`config.mk`:
```
export PLATFORM = sky130hd
export DESIGN_NAME = problem_quad_reduce
export DESIGN_NICKNAME = d
export VERILOG_FILES = /design/src/rtl/problem_quad_reduce.sv
export SDC_FILE = /design/constraint.sdc
export NUM_CORES = 1
export LEC_CHECK = 0
export BUFFER_PORTS_ARGS = -buffer_cell sky130_fd_sc_hd__buf_2
export CAP_MARGIN = 20
export CORE_ASPECT_RATIO = 1.5
export CORE_MARGIN = 2
export CORE_UTILIZATION = 39
export CTS_BUF_LIST = sky130_fd_sc_hd__clkbuf_4 sky130_fd_sc_hd__clkbuf_8
export DETAILED_ROUTE_END_ITERATION = 8
export GPL_TIMING_DRIVEN = 0
export PLACE_DENSITY = 0.57
export SLEW_MARGIN = 30
export SYNTH_ARGS = -nofsm -noshare
export SYNTH_HDL_FRONTEND = slang
export SYNTH_SLANG_ARGS = --single-unit
```
`constraint.sdc`:
```
create_clock -name i_clk -period 0.8 [get_ports i_clk]
set_input_delay 0.12 -clock i_clk [delete_from_list [all_inputs] [get_ports i_clk]]
set_output_delay 0.12 -clock i_clk [all_outputs]
set_load 0.01 [all_outputs]
```
`src/rtl/problem_quad_reduce.sv`:
```
// -----------------------------------------------------------------------------
// problem_quad_reduce
//   Registered 4-input, 16-bit unsigned reduction stage. Every rising edge the
//   four operands and the opcode are sampled and one of sum, maximum, minimum
//   or floor-average is registered onto o_data (latency exactly one cycle).
//
// Ports:
//   i_clk              system clock, rising edge
//   i_rst_n            asynchronous active-low reset, clears o_data to 0
//   i_data_0..i_data_3 16-bit unsigned operands
//   i_ctrl             opcode: 00 SUM, 01 MAX, 10 MIN, 11 AVG
//   o_data             16-bit registered result
//
// Build option:
//   PROBLEM_SUM_SAT_EN defined   -> SUM saturates to 16'hFFFF
//   PROBLEM_SUM_SAT_EN undefined -> SUM wraps modulo 2^16 (default)
// -----------------------------------------------------------------------------
module problem_quad_reduce (
   input  logic        i_clk,
   input  logic        i_rst_n,
   input  logic [15:0] i_data_0,
   input  logic [15:0] i_data_1,
   input  logic [15:0] i_data_2,
   input  logic [15:0] i_data_3,
   input  logic [1:0]  i_ctrl,
   output logic [15:0] o_data
);

   localparam logic [1:0] OpSum = 2'b00;
   localparam logic [1:0] OpMax = 2'b01;
   localparam logic [1:0] OpMin = 2'b10;
   localparam logic [1:0] OpAvg = 2'b11;

   // 18 bits hold the worst case 4 * 16'hFFFF = 18'h3FFFC without overflow.
   logic [17:0] sum_full;
   logic [15:0] sum_res;
   logic [15:0] max_01, max_23, max_all;
   logic [15:0] min_01, min_23, min_all;
   logic [15:0] result;

   assign sum_full = {2'b00, i_data_0} + {2'b00, i_data_1}
                   + {2'b00, i_data_2} + {2'b00, i_data_3};

`ifdef PROBLEM_SUM_SAT_EN
   assign sum_res = (sum_full[17:16] != 2'b00) ? 16'hFFFF : sum_full[15:0];
`else
   assign sum_res = sum_full[15:0];
`endif

   // Two-level comparator trees: pairs (0,1) and (2,3), then the winners.
   assign max_01  = (i_data_0 >= i_data_1) ? i_data_0 : i_data_1;
   assign max_23  = (i_data_2 >= i_data_3) ? i_data_2 : i_data_3;
   assign max_all = (max_01 >= max_23) ? max_01 : max_23;

   assign min_01  = (i_data_0 <= i_data_1) ? i_data_0 : i_data_1;
   assign min_23  = (i_data_2 <= i_data_3) ? i_data_2 : i_data_3;
   assign min_all = (min_01 <= min_23) ? min_01 : min_23;

   always_comb begin
      result = 16'h0000;
      unique case (i_ctrl)
         OpSum:   result = sum_res;
         OpMax:   result = max_all;
         OpMin:   result = min_all;
         OpAvg:   result = sum_full[17:2];  // floor(S / 4) always fits 16 bits
         default: result = 16'h0000;
      endcase
   end

   always_ff @(posedge i_clk or negedge i_rst_n) begin
      if (!i_rst_n) begin
         o_data <= 16'h0000;
      end else begin
         o_data <= result;
      end
   end

endmodule

```
**Yosys cells after proc, flatten, opt, wreduce, memory -nomap -nowiden**

Cells that the tools add are included.

- Register bits: 16
- Bits of input ports: 68
- Output and inout bits: 16
- Word-level logic and storage cells: 21

- Add/sub/neg operators: 3
- Order comparisons: 6
- Equality and inequality tests: 3
- Muxes and demuxes: 7
- Reductions and logical operators: 1

Operators by type and width:

| kind | count |
|---|---|
| $mux W16 | 6 |
| $pmux W16 S4 | 1 |
| $ge A16 B16 Y1 | 3 |
| $le A16 B16 Y1 | 3 |
| $add A17 B16 Y18 | 1 |
| $add A18 B16 Y18 | 1 |
| $add A16 B16 Y17 | 1 |
| $eq A2 B2 Y1 const B | 2 |
| $eq A2 B1 Y1 const B | 1 |
| $logic_not A2 Y1 | 1 |

**Longest topological paths before layout**

Gate-level depths: netlist of run 1.

- Depth in word-level cells: 5
- Gate-level depth with buffers: 22
- Gate-level depth less buffers: 18

**Least setup slack after synthesis of run 1**

No wires, ideal clock.

- Kind: input to register
- Start: input i_data_1[10]
- End: register o_data[15]
- Library setup time: 0.139 ns
- Arrival time: 3.851 ns
- Required time: 0.661 ns
- Setup slack: -3.190 ns
- Stages: 16
- Buffers on the path: 0
- Path through: inv_1 ha_1 a21o_1 a221oi_2 o21ai_2 a221o_1 nor2_4 mux2_2 ha_1 a21oi_1 o21ai_0 a21oi_1 o21ai_0 a221oi_1 a21boi_0 or4_1

- Longest elaborated chain between the ends: 5
- Elaborated cells between the ends (all ways): 12
- Those cells by class: 3 x add/sub; 4 x order compare; 5 x mux

RTL lines:

| what | line | source |
|---|---|---|
| start, declared | 22 | `input logic [15:0] i_data_1,` |
| parallel branches: the longest is 4 deep, another holds $add A17 B16 Y18 | n/a |  |
| $pmux W16 S4 (*) | 61 | `unique case (i_ctrl)` |
| net result[15] | 39 | `logic [15:0] result;` |
| end signal, assigned | 74 | `o_data <= result;` |
| end, declared | 26 | `output logic [15:0] o_data` |

Mark *: on every way through the listed nets, which the timed path passes.

**Worst setup path after layout of run 1**

- Start: input i_data_0[10]
- End: register o_data[11]

- Longest elaborated chain between the ends: 5
- Elaborated cells between the ends (all ways): 12
- Those cells by class: 3 x add/sub; 4 x order compare; 5 x mux

RTL lines:

| what | line | source |
|---|---|---|
| start, declared | 21 | `input logic [15:0] i_data_0,` |
| parallel branches: the longest is 4 deep, another holds $add A17 B16 Y18 | n/a |  |
| $pmux W16 S4 (*) | 61 |  |
| net result[11] | 39 |  |

Marks and branches as above.

==> results.yml, run 1 <==
detailed_routing:
  vias_per_cell: 6.14
  routedWlPerCell_um: 23.7
  vias: 5432
  final_antenna_net_count: 0
  wirelength_um: 21000
  first_iter_violations: 315
  drtPass1Iterations: 5
  drc_errors: 0
final_layout:
  largest_reg_flops: 16
  reg_top3: "o_data: 16 flops"
  drive_gt1_share_pct: 39.9
  fin_nets: 911
  fin_cells: 885
  diodes: 0
  syn_to_final_growth_pct: 43.6
  max_flop_register: "o_data"
  final_util_pct: 56.8
yosys:
  synth_area_um2: 4880
  async_flop_share_pct: 100
  synth_common_cells: "81 x ha_1, 60 x a21oi_1, 55 x nand2_1"
  yosysSeqAreaShare_pct: 8.21
  synth_top_area_share_pct: 20.8
  synth-edff-count: 0
  yosysMostFrequentCell: "ha_1"
  syn_nets: 773
  yosysWarnings: 0
  synth.avg_cell_area_um2: 8.24
  synth.distinct_cells: 65
  yosys.area.top_type: "ha_1"
  ys.flop_type: "dfrtp_1"
  synth-seq-cells: 16
  netlist_instances: 592
  synth.area.top_cells: "ha_1 21%, fa_1 13%, dfrtp_1 8.2%, a21oi_1 6.2%, mux2_2 4.6%"
power:
  ir_drop_uv: 680
  leakagePower_nw: 3.09
  p_per_area_nw_per_um2: 1820
min_path:
  hold_class: "primary input to async pin"
placement:
  gp_congestion: 0.957
  dp_hpwl_um: 15900
  io_buffers: 82
  dpl.cell_count: 830
cts:
  cts_max_level: 1
  clock-sinks: 16
  ctsLongestPathBuffers: 2
  clk_pin_slew_ns: 0.08
  cts_tree: "done"
  cts_made_buffers: 3
  ctsRootBufferMaster: "clkbuf_8"
global_routing:
  busiest_layer: "met2"
  track_usage_pct: 31.3
  use_met2_pct: 53.0
  use_met1_pct: 36.0
  grt_max_degree: 17
  grt_pass1_vias: 5535
  antenna_found_initial: 0
  grt_pass1_wl_um: 30900
  grt-ovfl-total: 0
  globalRouteMet3Util_pct: 3.79
setup_path:
  worstPathMaxFanout: 10
  worstSetupEndpointType: "flop"
  cp-start-kind: "primary input"
  cp.arrival_ns: 4.19
  cp_data_required_time_ns: 0.96
  worstSetupPathType: "primary input to flop"
sta:
  slew_headroom_pct: 32.6
  rsz0062_at_grt: "yes"
  worstMarginPinSlew_ns: 1.01
  period_minus_slack_ns: 4.02
  slew_viol_final: 0
  setup_violations: 32
  hold_viol: 0
  post-route-period-util_pct: 503
  tns_ns: -51.90
  fmax_mhz: 249
  fin_ws_ns: -3.22
floorplanning:
  chipWidth_um: 95.3
  io_pins: 84
  die_area_um2: 13400
  rows: 50
  initial_core_util_pct: 39.6
  die_h_um: 141
  coreArea_um2: 12300
run_status:
  failed_checks: "negative setup slack"
  status: "complete, but fails checks"
run:
  cap_violations: 0
## worst max-delay path, stage by stage
cell	delay (ns)
buf_8	0.10
ha_4	0.23
a21o_1	0.18
a221oi_4	0.35
o21ai_2	0.14
buf_4	0.16
a221oi_4	0.25
nor2_4	0.08
buf_12	0.17
mux2_4	0.34
ha_4	0.27
nand4_1	0.22
a2111o_1	0.41
o211ai_1	0.18
nand2_1	0.21
nand2_2	0.18
a2bb2o_2	0.30
a221oi_4	0.27
## placed cells by master, fill, tap and decap left out, types with 5 or more instances in the layout
master,Yosys,final
a211oi_1,9,7
a21o_1,12,12
a21oi_1,60,48
a21oi_2,0,11
a221oi_4,1,6
a31oi_1,8,8
and2_1,9,8
buf_2,6,72
buf_4,1,39
buf_6,0,21
clkbuf_1,11,6
clkbuf_8,0,6
dfrtp_1,16,16
fa_1,32,32
ha_1,81,55
ha_4,0,24
inv_1,44,37
inv_2,0,5
mux2_2,20,12
mux2_4,1,10
mux2i_1,14,5
mux2i_2,0,6
nand2_1,55,44
nand2_2,0,6
nand3_1,12,11
nand4_1,8,8
nor2_1,29,24
nor2_4,2,5
nor3_1,18,16
o211ai_1,13,13
o21a_1,7,6
o21ai_0,35,22
o21ai_1,2,8
o21ai_2,2,7
xnor2_1,8,8
## repair_timing
item | CTS | global route
hold buffers | 1 | 0
gates resized for setup | 88 | 78
endpoints found under the setup margin | 32 | 32
hold endpoints to repair | 16 | 0
cloned | 1 | 0
pin swaps | 39 | 58
buffers inserted | 32 | 17
## final cells by class
class                   count  area (um^2)
inverters                  45          184
multi-input cells         513         5080
flip-flops and latches     16          400
clock buffers               4         55.1
well taps                 156          195
plain buffers              18          166
fillers                  1164         5320
repair buffers            133          923
## path summary, 6_finish.rpt
path	start	endpoint	slack (ns)	depth (start not counted)
worst max-delay path	i_data_0[10]	o_data[11]	-3.22	18
worst min-delay path	i_rst_n	o_data[5]	0.31	2
min in group i_clk	i_data_1[0]	o_data[0]	0.33	5
max in group asynchronous	i_rst_n	o_data[15]	0.18	2
## through the flow
stage	area (um^2)	hold WS [ns]	total power, W	worst slack, ns
2_1_floorplan	5100	-0.176	0.00686	-2.84
3_3_place_gp	5700	0.0805	0.00941	-4.77
3_5_place_dp	5700	0.0947	0.00947	-4.80
4_1_cts	6470	0.322	0.0117	-3.17
5_1_grt	7000	0.352	0.0136	-3.31
6_report	7000	0.308	0.0127	-3.22
## per-layer routing
layer	wire length [um]	share of wire (%)	vias to the layer above
met1	7850	37	2614
met4	1570	7.5	0
met2	10500	50	241
li1	-	-	2487
met5	0	0	-
met3	1020	4.8	90
## power by group
part | internal [W] | switching [W] | total [W] | leakage (nW)
Combinational | 0.00480 | 0.00588 | 0.0107 | 2.88
Sequential | 0.00112 | 0.0000748 | 0.00120 | 0.185
Clock | 0.000441 | 0.000411 | 0.000852 | 0.0288
Total | 0.00636 | 0.00636 | 0.0127 | 3.09
## kinds of logic after synthesis
| kind of cell | count (synthesis) | share of synthesized area (%) |
|---|---|---|
| and+or+nand+nor | 153 | 15.2 |
| xor gates and xnor gates | 12 | 2.16 |
| buffers and inverters | 63 | 5.08 |
| adders and majority gates | 113 | 33.9 |
| muxes | 36 | 8.03 |
| AOI/OAI and AO/OA | 199 | 27.4 |
| DFF | 16 | 8.21 |
No activity file was read; power rests on OpenSTA's default activity.
==> inputs of run 2 (changes only) <==
- ABC_AREA: unset -> 1
- PLACE_DENSITY: 0.57 -> 0.56
==> results.yml, run 2 <==
run_status:
  status: "complete, but fails checks"
  failed_checks: "negative setup slack"
cts:
  clock-sinks: 16
  clk_pin_slew_ns: 0.06
  cts_made_buffers: 3
  cts_max_level: 1
  cts_tree: "done"
  ctsLongestPathBuffers: 2
  ctsRootBufferMaster: "clkbuf_8"
power:
  p_per_area_nw_per_um2: 1600
  leakagePower_nw: 4.10
  ir_drop_uv: 808
setup_path:
  cpPeakStageDelay_ns: 0.33
  worstPathMaxFanout: 5
  worstSetupEndpointType: "flop"
  crit_family: "simple AND/OR/NAND/NOR gates"
  cp-start-kind: "primary input"
  worstSetupPathType: "primary input to flop"
  cp_data_required_time_ns: 0.90
  cp_cell_sequence: "buf_8, inv_2, ha_4, nand4_1, buf_4, a21oi_2, nor2_4, buf_6, nand3_4, buf_6, nand2_1, nand2_1, ha_1, nand2_2, nor2_1, nor2_1, nand2_1, nand2_2, nand2_2, nor2_4, buf_6, nand3_1, nand3_2, nand4_1"
  crit_slowest_cell: "ha_1"
  path_buf_inv: 6
  cp.arrival_ns: 3.27
floorplanning:
  rows: 52
  chipWidth_um: 99.9
  coreArea_um2: 13500
  die_h_um: 148
  io_pins: 84
  initial_core_util_pct: 40.0
  die_area_um2: 14800
yosys:
  yosysWarnings: 0
  synth_top_family_by_area: "simple AND/OR/NAND/NOR gates"
  synth_top_area_share_pct: 18.8
  syn_nets: 983
  synth_adder_area_share_pct: 30.7
  muxShareOfSynthArea_pct: 0
  synth-simple-area-share_pct: 46.5
  yosysMostFrequentCell: "nand2_1"
  yosysSeqAreaShare_pct: 7.43
  async_flop_share_pct: 100
  synth_area_um2: 5390
  yosys.area.top_type: "ha_1"
  synth-edff-count: 0
  ys.flop_type: "dfrtp_1"
  synth_common_cells: "206 x nand2_1, 151 x nand3_1, 81 x ha_1"
  synth_compound_area_share_pct: 6.83
  synth.avg_cell_area_um2: 6.71
  synth-xor-area-share_pct: 1.14
  synth.distinct_cells: 40
  synth-seq-cells: 16
  synth.area.top_cells: "ha_1 19%, nand2_1 14%, nand3_1 14%, fa_1 12%, dfrtp_1 7.4%"
  netlist_instances: 802
detailed_routing:
  drtPass1Iterations: 5
  drc_errors: 0
  final_antenna_net_count: 0
  first_iter_violations: 418
  wirelength_um: 25700
  vias: 6895
  routedWlPerCell_um: 22.7
  vias_per_cell: 6.09
sta:
  post-route-period-util_pct: 397
  hold_viol: 0
  period_minus_slack_ns: 3.17
  fmax_mhz: 315
  setup_violations: 32
  slew_viol_final: 0
  slew_headroom_pct: 19.6
  hold_ws_ns: 0.320
  rsz0062_at_grt: "yes"
  fin_ws_ns: -2.37
  worstMarginPinSlew_ns: 1.20
final_layout:
  fillers: 1152
  diodes: 0
  reg_top3: "o_data: 16 flops"
  max_flop_register: "o_data"
  drive_gt1_share_pct: 45.9
  fin_area_um2: 8830
  fin_nets: 1153
  final_util_pct: 65.6
  final_cell_mix: "163 x nand2_1, 75 x nand3_1, 68 x buf_4"
  largest_reg_flops: 16
  syn_to_final_growth_pct: 64.1
  mostFrequentLayoutCell: "nand2_1"
placement:
  io_buffers: 83
  placed_area_um2: 6220
  post-place-ws_ns: -3.24
  gp_congestion: 0.952
  dp_hpwl_um: 18100
global_routing:
  track_usage_pct: 33.4
  grt_max_degree: 17
  antenna_found_initial: 0
  grt-ovfl-total: 0
  grt_pass1_vias: 6820
  grt_pass1_wl_um: 37300
run:
  cap_violations: 0
min_path:
  hold_class: "primary input to async pin"
==> run 2: layer usage <==
| layer | share of wire [%] | global-route usage (%) |
|---|---|---|
| met5 | 0 | 0 |
| met4 | 10 | 26.1 |
| met3 | 5.7 | 3.03 |
| met2 | 50 | 58.4 |
| met1 | 34 | 36.4 |
==> run 2: logic make-up after synthesis <==
logic type	count (synthesis)
xor gates and xnor gates	7
AOI/OAI and AO/OA	63
DFF	16
and+or+nand+nor	508
adders and majority gates	113
buffers and inverters	95
==> run 2: cell type report <==
type	instances	area, um^2	share of cell area [%]
Multi-Input combinational cell	691	6050	68.5
Timing Repair Buffer	166	1610	18.2
Sequential cell	16	400	4.53
Inverter	71	288	3.26
Buffer	23	241	2.73
Tap cell	162	203	2.29
Clock buffer	3	41.3	0.467
==> run 2: where the power goes <==
group / internal [W] / total, W / switching (W)
sequential: 0.00115 / 0.00122 / 0.0000688
clock: 0.000333 / 0.000582 / 0.000249
combinational: 0.00532 / 0.0123 / 0.00697
total: 0.00681 / 0.0141 / 0.00729
==> run 2: per-stage QoR <==
step / instances / power [W] / TNS, ns
2_1_floorplan: 802 / 0.00723 / -30.90
3_3_place_gp: 1047 / 0.00978 / -49.63
3_5_place_dp: 1047 / 0.00991 / -50.23
4_1_cts: 1123 / 0.0133 / -35.56
5_1_grt: 1132 / 0.0152 / -39.85
6_report: 1132 / 0.0141 / -37.45
==> run 2: timing repair <==
item / CTS / global route
hold buffers: 1 / 0
endpoints found under the hold margin: 16 / 0
gates cloned: 8 / 0
pin swaps: 87 / 55
gates resized for setup: 317 / 90
buffers inserted: 64 / 12
setup endpoints to repair: 32 / 32
==> run 2: path summary, 6_finish.rpt <==
kind	end	slack [ns]	from	depth (start not counted)
worst max-delay path	o_data[12]	-2.37	i_data_1[14]	24
worst min-delay path	o_data[4]	0.32	i_rst_n	2
max in group asynchronous	o_data[14]	0.22	i_rst_n	2
min in group i_clk	o_data[7]	0.33	i_data_2[7]	5
